==> src/rtl/fetch.sv <==
// Instruction fetch stage: owns the PC, issues one outstanding request at a
// time to instruction memory and drives the IF/ID register seen by decode.
// Optional feature: define FETCH_MISALIGN_TRAP_EN to turn a misaligned PC
// into a flagged bubble instruction instead of a word-aligned fetch.
module fetch #(
  parameter logic [31:0] RESET_PC = 32'h0000_0000
) (
  input  logic        i_clk,
  input  logic        i_rst,
  input  logic        i_hold,
  input  logic        i_redirect,
  input  logic [31:0] i_redirect_pc,
  output logic        o_imem_req,
  output logic [31:0] o_imem_addr,
  input  logic        i_imem_gnt,
  input  logic        i_imem_rvld,
  input  logic [31:0] i_imem_rdata,
  output logic        o_vld,
  output logic [31:0] o_inst,
  output logic [31:0] o_pc,
  output logic [31:0] o_nxt_pc,
  output logic        o_misalign
);

  localparam logic [31:0] NOP_INST = 32'h0000_0033;

  typedef enum logic [1:0] {
    S_REQ,
    S_WAIT,
    S_FULL,
    S_DRAIN
  } state_t;

  state_t      state_q, state_d;
  logic [31:0] pc_q, pc_d;
  logic [31:0] req_pc_q, req_pc_d;   // address of the outstanding fetch
  logic        skid_vld_q, skid_vld_d;
  logic [31:0] skid_inst_q, skid_inst_d;

  // IF/ID load request from the control logic
  logic        load_en;
  logic [31:0] load_inst;
  logic [31:0] load_pc;
  logic        accept;
  logic        mis_pc;

`ifdef FETCH_MISALIGN_TRAP_EN
  logic        trap_sent_q, trap_sent_d;  // trap already handed to decode
  logic        load_mis;
  logic        mis_q;
  assign mis_pc      = (pc_q[1:0] != 2'b00);
  assign o_imem_addr = pc_q;
  assign o_misalign  = mis_q;
`else
  assign mis_pc      = 1'b0;
  assign o_imem_addr = {pc_q[31:2], 2'b00};
  assign o_misalign  = 1'b0;
`endif

  // IF/ID can take new data when decode is not holding or it holds a bubble
  assign accept = !i_hold || !o_vld;

  // Next-state, PC, skid buffer and IF/ID load control
  always_comb begin
    // NOTE: every signal assigned here gets a default first so no path leaves
    // it unassigned, which would otherwise infer a latch.
    state_d     = state_q;
    pc_d        = pc_q;
    req_pc_d    = req_pc_q;
    skid_vld_d  = skid_vld_q;
    skid_inst_d = skid_inst_q;
    load_en     = 1'b0;
    load_inst   = i_imem_rdata;
    load_pc     = req_pc_q;
    o_imem_req  = 1'b0;
`ifdef FETCH_MISALIGN_TRAP_EN
    trap_sent_d = trap_sent_q;
    load_mis    = 1'b0;
`endif

    unique case (state_q)
      S_REQ: begin
        o_imem_req = !mis_pc;
        if (mis_pc) begin
`ifdef FETCH_MISALIGN_TRAP_EN
          // Deliver the trap once, then stall until a redirect
          if (!trap_sent_q && accept) begin
            load_en     = 1'b1;
            load_inst   = NOP_INST;
            load_pc     = pc_q;
            load_mis    = 1'b1;
            trap_sent_d = 1'b1;
          end
`endif
        end else if (i_imem_gnt) begin
          req_pc_d = pc_q;
          pc_d     = pc_q + 32'd4;
          state_d  = S_WAIT;
        end
      end
      S_WAIT: begin
        if (i_imem_rvld) begin
          if (accept) begin
            load_en = 1'b1;
            state_d = S_REQ;
          end else begin
            skid_vld_d  = 1'b1;
            skid_inst_d = i_imem_rdata;
            state_d     = S_FULL;
          end
        end
      end
      S_FULL: begin
        // The PC of the parked instruction is still req_pc
        if (!i_hold) begin
          load_en    = 1'b1;
          load_inst  = skid_inst_q;
          skid_vld_d = 1'b0;
          state_d    = S_REQ;
        end
      end
      S_DRAIN: begin
        if (i_imem_rvld) state_d = S_REQ;
      end
      default: state_d = S_REQ;
    endcase

    // Redirect overrides everything, including hold
    if (i_redirect) begin
      pc_d       = i_redirect_pc;
      skid_vld_d = 1'b0;
      load_en    = 1'b0;
`ifdef FETCH_MISALIGN_TRAP_EN
      trap_sent_d = 1'b0;
`endif
      unique case (state_q)
        S_REQ:   state_d = (o_imem_req && i_imem_gnt) ? S_DRAIN : S_REQ;
        S_WAIT:  state_d = i_imem_rvld ? S_REQ : S_DRAIN;
        S_FULL:  state_d = S_REQ;
        S_DRAIN: state_d = i_imem_rvld ? S_REQ : S_DRAIN;
        default: state_d = S_REQ;
      endcase
    end
  end

  // Control state registers
  always_ff @(posedge i_clk or posedge i_rst) begin
    if (i_rst) begin
      state_q     <= S_REQ;
      pc_q        <= RESET_PC;
      req_pc_q    <= RESET_PC;
      skid_vld_q  <= 1'b0;
      skid_inst_q <= NOP_INST;
`ifdef FETCH_MISALIGN_TRAP_EN
      trap_sent_q <= 1'b0;
`endif
    end else begin
      // NOTE: non-blocking assignments so every register samples pre-edge
      // values, independent of statement order.
      state_q     <= state_d;
      pc_q        <= pc_d;
      req_pc_q    <= req_pc_d;
      skid_vld_q  <= skid_vld_d;
      skid_inst_q <= skid_inst_d;
`ifdef FETCH_MISALIGN_TRAP_EN
      trap_sent_q <= trap_sent_d;
`endif
    end
  end

  // IF/ID pipeline register: load, bubble, or hold
  always_ff @(posedge i_clk or posedge i_rst) begin
    if (i_rst) begin
      o_vld    <= 1'b0;
      o_inst   <= NOP_INST;
      o_pc     <= 32'h0;
      o_nxt_pc <= 32'h0;
`ifdef FETCH_MISALIGN_TRAP_EN
      mis_q    <= 1'b0;
`endif
    end else if (i_redirect) begin
      o_vld <= 1'b0;
    end else if (load_en) begin
      o_vld    <= 1'b1;
      o_inst   <= load_inst;
      o_pc     <= load_pc;
      o_nxt_pc <= load_pc + 32'd4;
`ifdef FETCH_MISALIGN_TRAP_EN
      mis_q    <= load_mis;
`endif
    end else if (!i_hold) begin
      o_vld <= 1'b0;
    end
  end

endmodule
==> config.mk <==
export PLATFORM = sky130hd
export DESIGN_NAME = fetch
export DESIGN_NICKNAME = d
export VERILOG_FILES = /design/src/rtl/fetch.sv
export SDC_FILE = /design/constraint.sdc
export NUM_CORES = 1
export LEC_CHECK = 0
export BUFFER_PORTS_ARGS = -buffer_cell sky130_fd_sc_hd__buf_4
export CORE_MARGIN = 2
export CORE_UTILIZATION = 30
export CTS_BUF_LIST = sky130_fd_sc_hd__clkbuf_8 sky130_fd_sc_hd__clkbuf_16
export CTS_CLUSTER_SIZE = 20
export DETAILED_ROUTE_END_ITERATION = 16
export SYNTH_ARGS = -nofsm -noshare
export SYNTH_HDL_FRONTEND = slang
export SYNTH_SLANG_ARGS = --single-unit
==> constraint.sdc <==
create_clock -name i_clk -period 9.38 [get_ports i_clk]
set_clock_uncertainty 0.15 [all_clocks]
set_input_delay 0 -clock i_clk [delete_from_list [all_inputs] [get_ports i_clk]]
set_output_delay 0 -clock i_clk [all_outputs]
set_load 0.01 [all_outputs]
Word level (Yosys, flattened, before mapping)
Cells that the tools add are included.

Bits in registers: 195. Word-level logic and storage cells: 57. Output and inout port bits: 131.

Equal/unequal tests: 8. Bitwise logic cells: 2. $add $sub $neg: 2. Muxes and demuxes: 24. Reduce and logical (&&, ||, !) cells: 13.

Operators by type and width (count): 2-to-1 mux 32 bit (5); adder 32 x 3 -> 32 bit (second input constant) (2); 2-to-1 mux 2 bit (8); inequality test 3 bit (second input constant) (4); 2-to-1 mux 1 bit (8); one-hot mux 2 bit (4 select lines) (1); one-hot mux 2 bit (3 select lines) (1); AND reduction 2 bit (3); equality test 2 bit (second input constant) (2); AND reduction 4 bit (1); nonzero test 2 bit (2); inequality test 3 x 1 -> 1 bit (second input constant) (1); AND reduction 3 bit (1); equality test 2 x 1 -> 1 bit (second input constant) (1); logical NOT 1 bit (2); logical NOT 2 bit (1); inverter 1 bit (2); one-hot mux 1 bit (2 select lines) (1); OR reduction 2 bit (1); logical AND 1 bit (1); logical OR 1 bit (1).

Depth between registers and ports, before layout
Gate-level depths: netlist (run 1).

Depth in word-level cells: 8. Gate-level depth with buffers: 10.

Worst setup path before layout (run 1)
Ideal clock, no wire load.

Path kind: reg-to-reg. Start point: register state_q[0]. End point: register pc_q[30]. Library setup time: 0.082 ns. Setup slack: 7.263 ns. Arrival: 1.885 ns. Buffers on the path: 1. Cell stages (with the launch flop): 8. Path through: dfrtp_1 > inv_1 > ha_1 > and3_1 > buf_1 > nand4_1 > or4_1 > a31oi_1.

Word-level cells in the longest chain between the ends: 3.

Ends and longest elaborated chain: start: declaration (line 34) `state_t state_q, state_d;`; start signal: assignment (line 160) `state_q <= state_d;`; logical NOT 2 bit (line 81) `unique case (state_q)`; nonzero test 2 bit (no source line); AND reduction 2 bit (no source line); end signal: assignment (line 161) `pc_q <= pc_d;`; end: declaration (line 35) `logic [31:0] pc_q, pc_d;`.

No other way between the ends. A chain may end at the register's enable or synchronous reset.

Worst setup path in the final report (run 1)
Start point: register state_q[0]. End point: register o_nxt_pc[14].

Word-level cells in the longest chain between the ends: 4. Elaborated cells between the ends (all ways): 5. Those cells by class: eq/ne (2); mux (2); reduce/logical (1).

Ends and longest elaborated chain: equality test 2 bit / equality test 2 x 1 -> 1 bit (equally long branches); one-hot mux 1 bit (2 select lines) * (line 81); 2-to-1 mux 1 bit * (line 129) `if (i_redirect) begin`; AND reduction 2 bit (no source line) *; end signal: assignment (line 187) `o_nxt_pc <= load_pc + 32'd4;`; end: declaration (line 21) `output logic [31:0] o_nxt_pc,`.

Mark *: on every way between the ends. The rest lies on a longest branch, timed or not.

==> results.md, run 1 <==
* Post-DP HPWL at 17200 um
* Ys flop type: dfrtp_1
* Routing usage on met2 at 25.5%
* Die H at 177 um
* ANT nets after route at 0
* Status: finished, final reports clean
* Setup TNS at 0 ns
* CTS tree: yes
* Max FO, Critical Path at 110
* Final Hold Fails at 0
* CP Capture Type: register
* Pin count of the biggest net entering global routing at 138
* H-tree depth at 4
* Antenna violations before repair at 0
* Worst path cell trace: inv_1 -> ha_1 -> nand2b_2 -> buf_4 -> a211o_4 -> buf_4 -> or4_1 -> nand3_1
* # port buffers at 197
* Pre-CTS setup slack at 6.23 ns
* Post-synth top area cell: dfrtp_1
* # DRC at 0
* Avg Cell Area, Syn at 9.68 um^2
* Synth cell types at 40
* CTS Sinks at 193
* Post-synth EDFFs at 0
* Combinational family with the most area after synthesis: simple AND/OR/NAND/NOR gates
* Starting Density at 30.4%
* Worst slew pin tran at 1.02 ns
* Slew headroom at 31.8%
* Yosys top cell area share at 51.3%
* Largest cells by area after synthesis: dfrtp_1 51%, nand2_1 11%, mux2_2 4.5%
* XOR/XNOR Fraction of Synth Area at 2.14%
* Req. time, crit path at 9.55 ns
* DR vias/cell at 4.76
* Leakage Power at 0.00584 uW
* Min-delay worst type: in -> reg
* Final #Nets at 1240
* Row count at 63
* First-pass GRT wire length at 40200 um
* Yosys warns at 0
* N_diodes at 0
* Compound-Gate Fraction of Synth Area at 8.80%
* CTS max path bufs at 2
* Synth Area in Adders at 0.971%
* Mux contribution to synthesized area at 8.16%
* RSZ-0062 raised after global routing: false
* 1st-iter DRT viols at 515
* Fmax at 0.317 GHz
* Routed length per placed instance at 16.2 um
* Vias at 7456
* Flops & latches, synth at 193
* Most common cell after layout, fill and taps aside: nand2_1
* Post-CTS Setup Inserts at 0
* Post-route minimum period at 3.16 ns
* Die area at 0.0315 mm^2
* DP Cell Count at 1438
* Clk_lat worst skew at 0.44 ns
* Simple logic cell fraction of the synthesized area at 20.5%
* WP data arrival at 3.32 ns
* Gr busiest metal: met2
* GRT Util Overall at 16.4%
* Crit-path max cell delay at 0.81 ns
* Cell Pwr Density at 265 mW/mm^2
* Final Cycle Share at 33.7%
* Ports at 201
* Overflow after GRT at 0
* Clock-pin slew on the worst setup and hold paths at 0.08 ns
* Worst Setup Slack, final at 6.22 ns
* GP Congestion at 0.788
* Cell mode on critical path: buf_4
* Fillers at 2941
* Max-cap violations at 0
* CTS root buf: clkbuf_16
* Cts bufs inserted at 17
* Final std cells w/o fill at 1566
* # setup viols final at 0
* Share of cells above drive strength 1 at 24.4%
* Number of global-route vias before repair at 7265
* WS Path Type: reg -> reg
* Drt first pass iters at 4
* CTS-repair resized insts at 0
* Cell Area, Synth at 0.00902 mm^2
* Slowest CP cell: buf_4
* Max rail drop VDD at 114 uV
* Final slew viol count at 0
* Share of synthesized registers carrying an async set or reset at 100%
* Core box area at 0.0296 mm^2
* CP startpoint kind: register
* Grt met3 use at 2.98%
* Chip Width at 177 um
* Most frequent cells in the layout: 265 x nand2_1, 203 x buf_4, 185 x dfrtp_1
* Sequential share of the synthesized area at 53.7%
* Drt total wl at 25400 um
* Post-synthesis cell count at 931
* Synth-to-Final Area Change at 34.3%
* Grt met1 use at 22.7%
repair_timing:
item / CTS / global route
hold endpoints to repair: 238 / 0
hold buffers: 96 / 0
endpoints found under the setup margin: 0 / 0
worst max-delay path: cells and delay by family (launching register included):
kind            cells  cell delay, ns
compound gates      1            0.37
fa+ha+maj           1            0.24
buf+inv             3            1.42
flops               1            0.40
simple gates        3            0.37
flip-flops by register name, indices dropped and copies added, names as in the netlist:
register     count
o_pc            32
pc_q            32
skid_inst_q     32
o_nxt_pc        30
load_pc         32
state_q          2
o_vld            1
o_inst          32
metrics by stage:
step           utilization, %  hold WS [ns]  area, um^2  total power [uW]
5_1_grt                  40.9        0.0190       12100              3430
6_report                 40.9        0.0350       12100              3200
3_5_place_dp             35.7        0.0638       10600              2480
3_3_place_gp             35.7        0.0616       10600              2450
2_1_floorplan               -       -0.0301        9020              1940
4_1_cts                  40.9        0.0158       12100              3250
synth_stat cells, types with 2 or more instances:
library cell    n
xor2_1         15
buf_2          11
buf_1           5
and4_1          9
or4_1          25
a31oi_1        29
xnor2_1         7
mux2i_1        33
nor3_1          2
mux2_2         36
and3_1          9
dfstp_2         8
inv_1           6
or3_1          10
nand3_1        28
o21ai_0        71
nand2b_1        2
and2_1          6
buf_4          36
ha_1            7
nand4_1        19
a21o_1          2
clkbuf_1       35
nor4_1          2
nor2_1         31
nand2_1       265
o211ai_1        6
o31ai_1        19
dfrtp_1       185
a21oi_1         2
routing by layer:
metal | vias to the layer above | part of all wire, %
li1 | 3653 | -
met1 | 3592 | 47
met2 | 179 | 46
met3 | 32 | 4.0
met4 | 0 | 2.7
met5 | - | 0
path summary, 6_finish.rpt:
kind                       slack [ns]        start            to  cells after the start
setup reg to reg                 6.22   state_q[0]  o_nxt_pc[14]                      8
max in group asynchronous        7.53        i_rst       o_pc[6]                      4
setup / recovery                 6.22   state_q[0]  o_nxt_pc[14]                      8
min in group asynchronous        0.19        i_rst    o_inst[18]                      3
hold / removal                   0.03       i_hold         o_vld                      3
hold reg to reg                  0.33  o_nxt_pc[3]   o_nxt_pc[3]                      2
power by group:
| group | switching, uW | internal (uW) | total, uW |
|---|---|---|---|
| registers | 279 | 1130 | 1410 |
| clock network | 365 | 354 | 719 |
| logic | 562 | 511 | 1070 |
| total | 1210 | 2000 | 3200 |
logic make-up (layout without fill, tap and decap cells):
group	after synthesis	count (layout)
other	1	3
DFF	193	193
AOI/OAI and AO/OA	134	134
and+or+nand+nor	410	410
muxes	69	69
adders and majority gates	7	7
buffers and inverters	95	338
xor gates and xnor gates	22	22
cell type report:
cell class                 instances  area [um^2]  share of cell area [%]
clock buffer                      17          425                    3.51
clock inverter                    15          143                    1.18
multi-input combinational        645         3690                    30.5
sequential                       193         4840                    40.0
timing repair buffer             299         2480                    20.5
tap                              390          488                    4.03
inverter                           7         33.8                   0.279
Power figures use the tool's default switching activity.
==> run 2, diff against run 1 <==
Settings changed: ABC_AREA set to 1.
Clock period 9.38 ns to 3 ns, I/O delays scaled along.
==> results.md, run 2 <==
* Status: finished, final reports clean
* Most common cell after layout, fill and taps aside: nand2_1
* Final slew viol count at 0 (unchanged)
* RSZ-0062 raised after global routing: false
* DR vias/cell at 4.66 (-2.1%)
* Final Hold Fails at 0 (unchanged)
* Reg2reg path depth at 10 (+2)
* Share of cells above drive strength 1 at 21.0% (-3.4 points)
* Post-synth EDFFs at 0 (unchanged)
* Starting Density at 30.6% (+0.18 points)
* Pin count of the biggest net entering global routing at 88 (-36%)
* Clk network pwr share at 22.4% (about the same)
* Clock-pin slew on the worst setup and hold paths at 0.07 ns (about the same)
* Internal power at 6660 uW (+230%)
* CP Capture Type: register
* Largest cells by area after synthesis: dfrtp_1 48%, nand2_1 16%, nor2_1 4.6%
* H-tree depth at 4 (unchanged)
* Commonest cells post-synth: 409 x nand2_1, 185 x dfrtp_1, 119 x nor2_1
* First-pass GRT wire length at 44900 um (+11%)
* Crit-path max cell delay at 0.57 ns (-0.24 ns)
* Routed length per placed instance at 15.2 um (-6.4%)
* Fmax at 0.375 GHz (+18%)
* Yosys warns at 0 (unchanged)
* Cell Area, Synth at 0.00968 mm^2 (+7.4%)
* GRT Util Overall at 17.0% (+0.60 points)
* Row count at 65 (+3.2%)
* CTS Sinks at 193 (unchanged)
* Antenna violations before repair at 0 (unchanged)
* Min-delay worst type: in -> async
* Post-synth top area cell: dfrtp_1
* Max FO, Critical Path at 64 (-42%)
* Leakage Power at 0.00621 uW (+6.5%)
* Most frequent cell after synthesis: nand2_1
* CTS max path bufs at 2 (unchanged)
* # setup viols final at 0 (unchanged)
* Sequential share of the synthesized area at 50.0% (-3.7 points)
* Die H at 184 um (+3.5%)
* Post-synthesis cell count at 1211 (+30%)
* Pwr Total at 10800 uW (+240%)
* Share of synthesized registers carrying an async set or reset at 100% (unchanged)
* Final Cycle Share at 88.8% (+55 points)
* Worst path cell trace: inv_1 -> ha_1 -> nand2_2 -> nor2_4 -> nand2_2 -> clkinv_2 -> buf_12 -> nor2_1 -> a31oi_1 -> dlygate4sd3_1
* Drt first pass iters at 7 (+3)
* Chip Width at 184 um (+3.5%)
* GP Congestion at 0.881 (+12%)
* Overflow after GRT at 0 (unchanged)
* CP startpoint kind: register
* 1st-iter DRT viols at 480 (-6.8%)
* RR Startpoint: state_q[0]
* Most frequent cells in the layout: 408 x nand2_1, 208 x buf_4, 185 x dfrtp_1
* DP Cell Count at 1742 (+21%)
* Hold slack at 0.0425 ns (+0.00752 ns)
* WP data arrival at 2.90 ns (-0.42 ns)
* Crit path to: o_inst[1]
* Flops & latches, synth at 193 (unchanged)
* Die area at 0.0337 mm^2 (+7.2%)
* Req. time, crit path at 3.23 ns (-6.32 ns)
* Worst slew pin tran at 0.776 ns (-0.247 ns)
* Switching Share at 38.3% (+0.66 points)
* # DRC at 0 (unchanged)
* CTS root buf: clkbuf_16
* Drt total wl at 28400 um (+12%)
* Cell mode on critical path: nand2_2
* Cell Pwr Density at 837 mW/mm^2 (+220%)
* N_diodes at 0 (unchanged)
* Clk_lat worst skew at 0.45 ns (about the same)
* Setup TNS at 0 ns (unchanged)
* Vias at 8714 (+17%)
* Ports at 201 (unchanged)
* Slew headroom at 48.3% (+16 points)
* Ys flop type: dfrtp_1
* ANT nets after route at 0 (unchanged)
* Final std cells w/o fill at 1870 (+19%)
* CTS tree: yes
* Reg power frac at 41.6% (-2.5 points)
* # port buffers at 197 (unchanged)
* Slowest CP cell: dlygate4sd3_1
* Worst R2R Setup Slack at 0.33 ns (-5.89 ns)
* Synth-to-Final Area Change at 33.1%
* Comb pwr share at 35.9% (+2.4 points)
* Sw power at 4130 uW (+240%)
* Post-CTS Setup Inserts at 0 (unchanged)
* Crit path from: state_q[0]
* Worst r2r dst: o_inst[1]
* Final #Nets at 1532 (+24%)
* Cts bufs inserted at 17 (unchanged)
* WS Path Type: reg -> reg
* Synth cell types at 33 (-18%)
* Avg Cell Area, Syn at 7.99 um^2 (-17%)
* Post-DP HPWL at 20300 um (+18%)
* Number of global-route vias before repair at 8277 (+14%)
* Core box area at 0.0316 mm^2 (+6.7%)
* Max rail drop VDD at 449 uV (+290%)
* Post-route minimum period at 2.67 ns (-0.492 ns)
* Yosys top cell area share at 47.8% (-3.5 points)
* Max-cap violations at 0 (unchanged)
run 2: cell types whose count changed after synthesis, moves of 25 or more:
| cell | delta |
|---|---|
| nand3_1 | +61 |
| nand2_1 | +144 |
| mux2i_1 | -33 |
| inv_1 | +83 |
| nor2_1 | +88 |
| or4_1 | -25 |
run 2: layout make-up:
type / count / area, um^2
repair buffers: 307 / 2580
clock buffers: 17 / 425
multi-input cells: 843 / 3990
flip-flops and latches: 193 / 4840
well taps: 402 / 503
fillers: 3151 / 18800
clock inverters: 15 / 189
inverters: 93 / 354
run 2: timing repair:
item,CTS,global route
gates resized for setup,0,1
endpoints found under the setup margin,0,1
hold endpoints to repair,199,0
hold buffers,96,0
run 2: metrics by stage:
stage	instance area (um^2)	setup WS, ns	utilization, %
after floorplan	9690	0.366	-
after global placement	11300	0.808	35.7
after detailed placement	11300	0.759	35.7
after CTS	12900	0.244	40.7
after global routing	12900	0.0824	40.7
final	12900	0.335	40.7
run 2: power groups by stage:
stage               Sequential [uW]  Combinational, uW  Clock, uW
floorplan                      4490               2020          0
global placement               4520               3680          0
detailed placement             4540               3750          0
CTS                            4490               3910       2480
global route                   4630               4330       2590
finish                         4490               3870       2420
run 2: worst min path at each step:
stage / startpoint / endpoint / slack [ns] / cells past startpoint
6_report: i_rst / o_inst[9] / 0.04 / 3
3_3_place_gp: i_rst / o_inst[9] / -0.03 / 2
5_1_grt: i_rst / o_inst[9] / 0.08 / 3
3_5_place_dp: i_rst / o_inst[9] / -0.03 / 2
2_1_floorplan: i_redirect_pc[0] / pc_q[0] / -0.03 / 2
4_1_cts: i_rst / o_inst[9] / 0.05 / 3
run 2: critical path, delay by kind of cell (launching register included):
| family | cells | cell delay, ns |
|---|---|---|
| flops | 1 | 0.41 |
| fa+ha+maj | 1 | 0.29 |
| simple gates | 4 | 0.34 |
| compound gates | 1 | 0.14 |
| buf+inv | 4 | 1.26 |
run 2: cell families (layout without fill, tap and decap cells):
group / Yosys count / count (layout) / synth area share, %
adders and majority gates: 7 / 7 / 0.905
DFF: 193 / 193 / 50.0
xor gates and xnor gates: 18 / 18 / 1.63
and+or+nand+nor: 646 / 646 / 27.1
buffers and inverters: 177 / 432 / 8.93
other: 1 / 3 / 0.0387
muxes: 32 / 32 / 3.72
AOI/OAI and AO/OA: 137 / 137 / 7.73
run 2: layer usage:
layer,track usage (%),wire length [um],part of all wire (%)
met1,23.1,12900,45
met2,27.5,13400,47
met3,2.67,1450,5.1
met4,6.02,650,2.3
met5,0,0,0
==> run 3, diff against run 2 <==
--- a/config.mk
+++ b/config.mk
@@ -12,3 +12,3 @@
 export CTS_BUF_LIST = sky130_fd_sc_hd__clkbuf_8 sky130_fd_sc_hd__clkbuf_16
-export CTS_CLUSTER_SIZE = 20
+export CTS_CLUSTER_SIZE = 30
 export DETAILED_ROUTE_END_ITERATION = 16
==> constraint.sdc (replaced) <==
create_clock -name i_clk -period 3 [get_ports i_clk]
set_clock_uncertainty 0.15 [all_clocks]
set_input_delay 0.45 -clock i_clk [delete_from_list [all_inputs] [get_ports i_clk]]
set_output_delay 0.45 -clock i_clk [all_outputs]
set_load 0.01 [all_outputs]
==> results.md, run 3 (same netlist as run 2, synthesis figures left out) <==
* Slew headroom at 50.6% (+2.3 points)
* Cts bufs inserted at 17 (unchanged)
* Most common cell after layout, fill and taps aside: nand2_1
* GRT Util Overall at 16.6% (-0.43 points)
* Chip Width at 184 um (unchanged)
* Cell Pwr Density at 877 mW/mm^2 (+4.7%)
* WS Path Type: reg -> reg
* CP Capture Type: register
* Antenna violations before repair at 2 (+2)
* Post-CTS Setup Inserts at 0 (unchanged)
* Final #Nets at 1438 (-6.1%)
* RSZ-0062 raised after global routing: false
* Max FO, Critical Path at 24 (-63%)
* Clk_lat worst skew at 0.44 ns (about the same)
* 1st-iter DRT viols at 522 (+8.8%)
* Drt total wl at 27400 um (-3.4%)
* Final Hold Fails at 0 (unchanged)
* Overflow after GRT at 0 (unchanged)
* # setup viols final at 0 (unchanged)
* Post-CTS Hold Buffers at 0 (-100%)
* WP data arrival at 2.46 ns (-0.44 ns)
* Gr busiest metal: met2
* # port buffers at 197 (unchanged)
* Clock-pin slew on the worst setup and hold paths at 0.08 ns (about the same)
* Row count at 65 (unchanged)
* Die H at 184 um (unchanged)
* Max-cap violations at 0 (unchanged)
* Synth-to-Final Area Change at 23.0%
* CTS Sinks at 193 (unchanged)
* CTS tree: yes
* Grt met1 use at 23.2% (+0.10 points)
* ANT nets after route at 0 (unchanged)
* Routing usage on met2 at 25.4% (-2.1 points)
* Post-DP HPWL at 20400 um (+0.47%)
* Die area at 0.0337 mm^2 (unchanged)
* Fmax at 0.445 GHz (+19%)
* Status: finished, final reports clean
* Share of cells above drive strength 1 at 22.4% (+1.5 points)
* Number of global-route vias before repair at 7951 (-3.9%)
* Vias at 8321 (-4.5%)
* Setup TNS at 0 ns (unchanged)
* Req. time, crit path at 3.21 ns (-0.02 ns)
* Routed length per placed instance at 15.4 um (+1.6%)
* Post-layout util at 37.6% (-3.1 points)
* # DRC at 0 (unchanged)
* DR vias/cell at 4.68 (+0.49%)
* Worst slew pin tran at 0.741 ns (-0.0349 ns)
* Most frequent cells in the layout: 408 x nand2_1, 208 x buf_4, 185 x dfrtp_1
* Max rail drop VDD at 435 uV (-3.1%)
* Ports at 201 (unchanged)
* Final slew viol count at 0 (unchanged)
* Starting Density at 30.6% (unchanged)
* Final Cycle Share at 74.9% (-14 points)
* CTS max path bufs at 2 (unchanged)
* Core box area at 0.0316 mm^2 (unchanged)
* Min-delay worst type: in -> async
* Grt met3 use at 2.60% (-0.079 points)
* Leakage Power at 0.00583 uW (-6.1%)
* CP startpoint kind: register
* First-pass GRT wire length at 43600 um (-2.9%)
* Drt first pass iters at 5 (-2)
* CTS-repair resized insts at 0 (unchanged)
* CTS root buf: clkbuf_16
* Pin count of the biggest net entering global routing at 133 (+51%)
* H-tree depth at 4 (unchanged)
* Post-route minimum period at 2.25 ns (-0.417 ns)
* GP Congestion at 0.877 (-0.48%)
-- run 3: changes by cell type in the layout (fill, tap and decap cells not counted) --
cell / before / now
dlygate4sd3_1: 96 / 0
inv_8: 7 / 2
buf_12: 3 / 5
bufinv_16: 2 / 0
clkinv_8: 0 / 2
diode_2: 0 / 2
clkinv_4: 1 / 2
inv_1: 88 / 89
inv_2: 3 / 4
inv_6: 3 / 4
-- run 3: power breakdown --
group	total, uW	internal [uW]	switching [uW]
sequential	4460	3590	876
combinational	3770	1700	2070
clock	2200	1090	1110
-- run 3: stage by stage --
stage                     total power (uW)  worst slack, ns  cells  instance area [um^2]  hold slack [ns]
after floorplan                       6510          -0.0839   1213                  9690            0.292
after global placement                8260            0.687   1744                 11300            0.302
after detailed placement              8340            0.608   1744                 11300            0.309
after CTS                            10600            0.714   1775                 11900          0.00858
after global routing                 11200            0.499   1777                 11900           0.0296
final                                10400            0.752   1777                 11900          0.00932
-- run 3: path summary, 6_finish.rpt --
kind / start / to / slack, ns / depth (start not counted)
worst max-delay path: state_q[1] / pc_q[10] / 0.75 / 9
worst min-delay path: i_rst / o_inst[8] / 0.009 / 3
worst max register to register: state_q[1] / pc_q[10] / 0.75 / 9
worst min register to register: load_pc[1] / o_pc[1] / 0.33 / 2
max in group asynchronous: i_rst / o_pc[6] / 2.07 / 3
min in group i_clk: i_redirect_pc[0] / pc_q[0] / 0.07 / 3
-- run 3: final cells by class --
| class | instances | area [um^2] |
|---|---|---|
| Timing Repair Buffer | 213 | 1660 |
| Fill cell | 3259 | 19700 |
| Antenna cell | 2 | 5.00 |
| Tap cell | 402 | 503 |
| Sequential cell | 193 | 4840 |
| Inverter | 93 | 353 |
| Clock buffer | 17 | 425 |
| Clock inverter | 14 | 131 |
| Multi-Input combinational cell | 843 | 3990 |
-- run 3: worst max-delay path, stage by stage, from the launching register on --
cell,delay (ns)
dfrtp_1,0.42
inv_1,0.11
ha_1,0.21
nand2_2,0.24
inv_1,0.24
nand2_1,0.14
inv_1,0.08
buf_4,0.27
o21ai_0,0.13
o211ai_1,0.17
-- run 3: metal layers --
metal	part of all wire [%]	wire, um	vias to the layer above
met5	0	0	-
met4	3.7	1010	0
met3	5.0	1370	49
met2	45	12400	223
met1	46	12600	3924
li1	-	-	4125
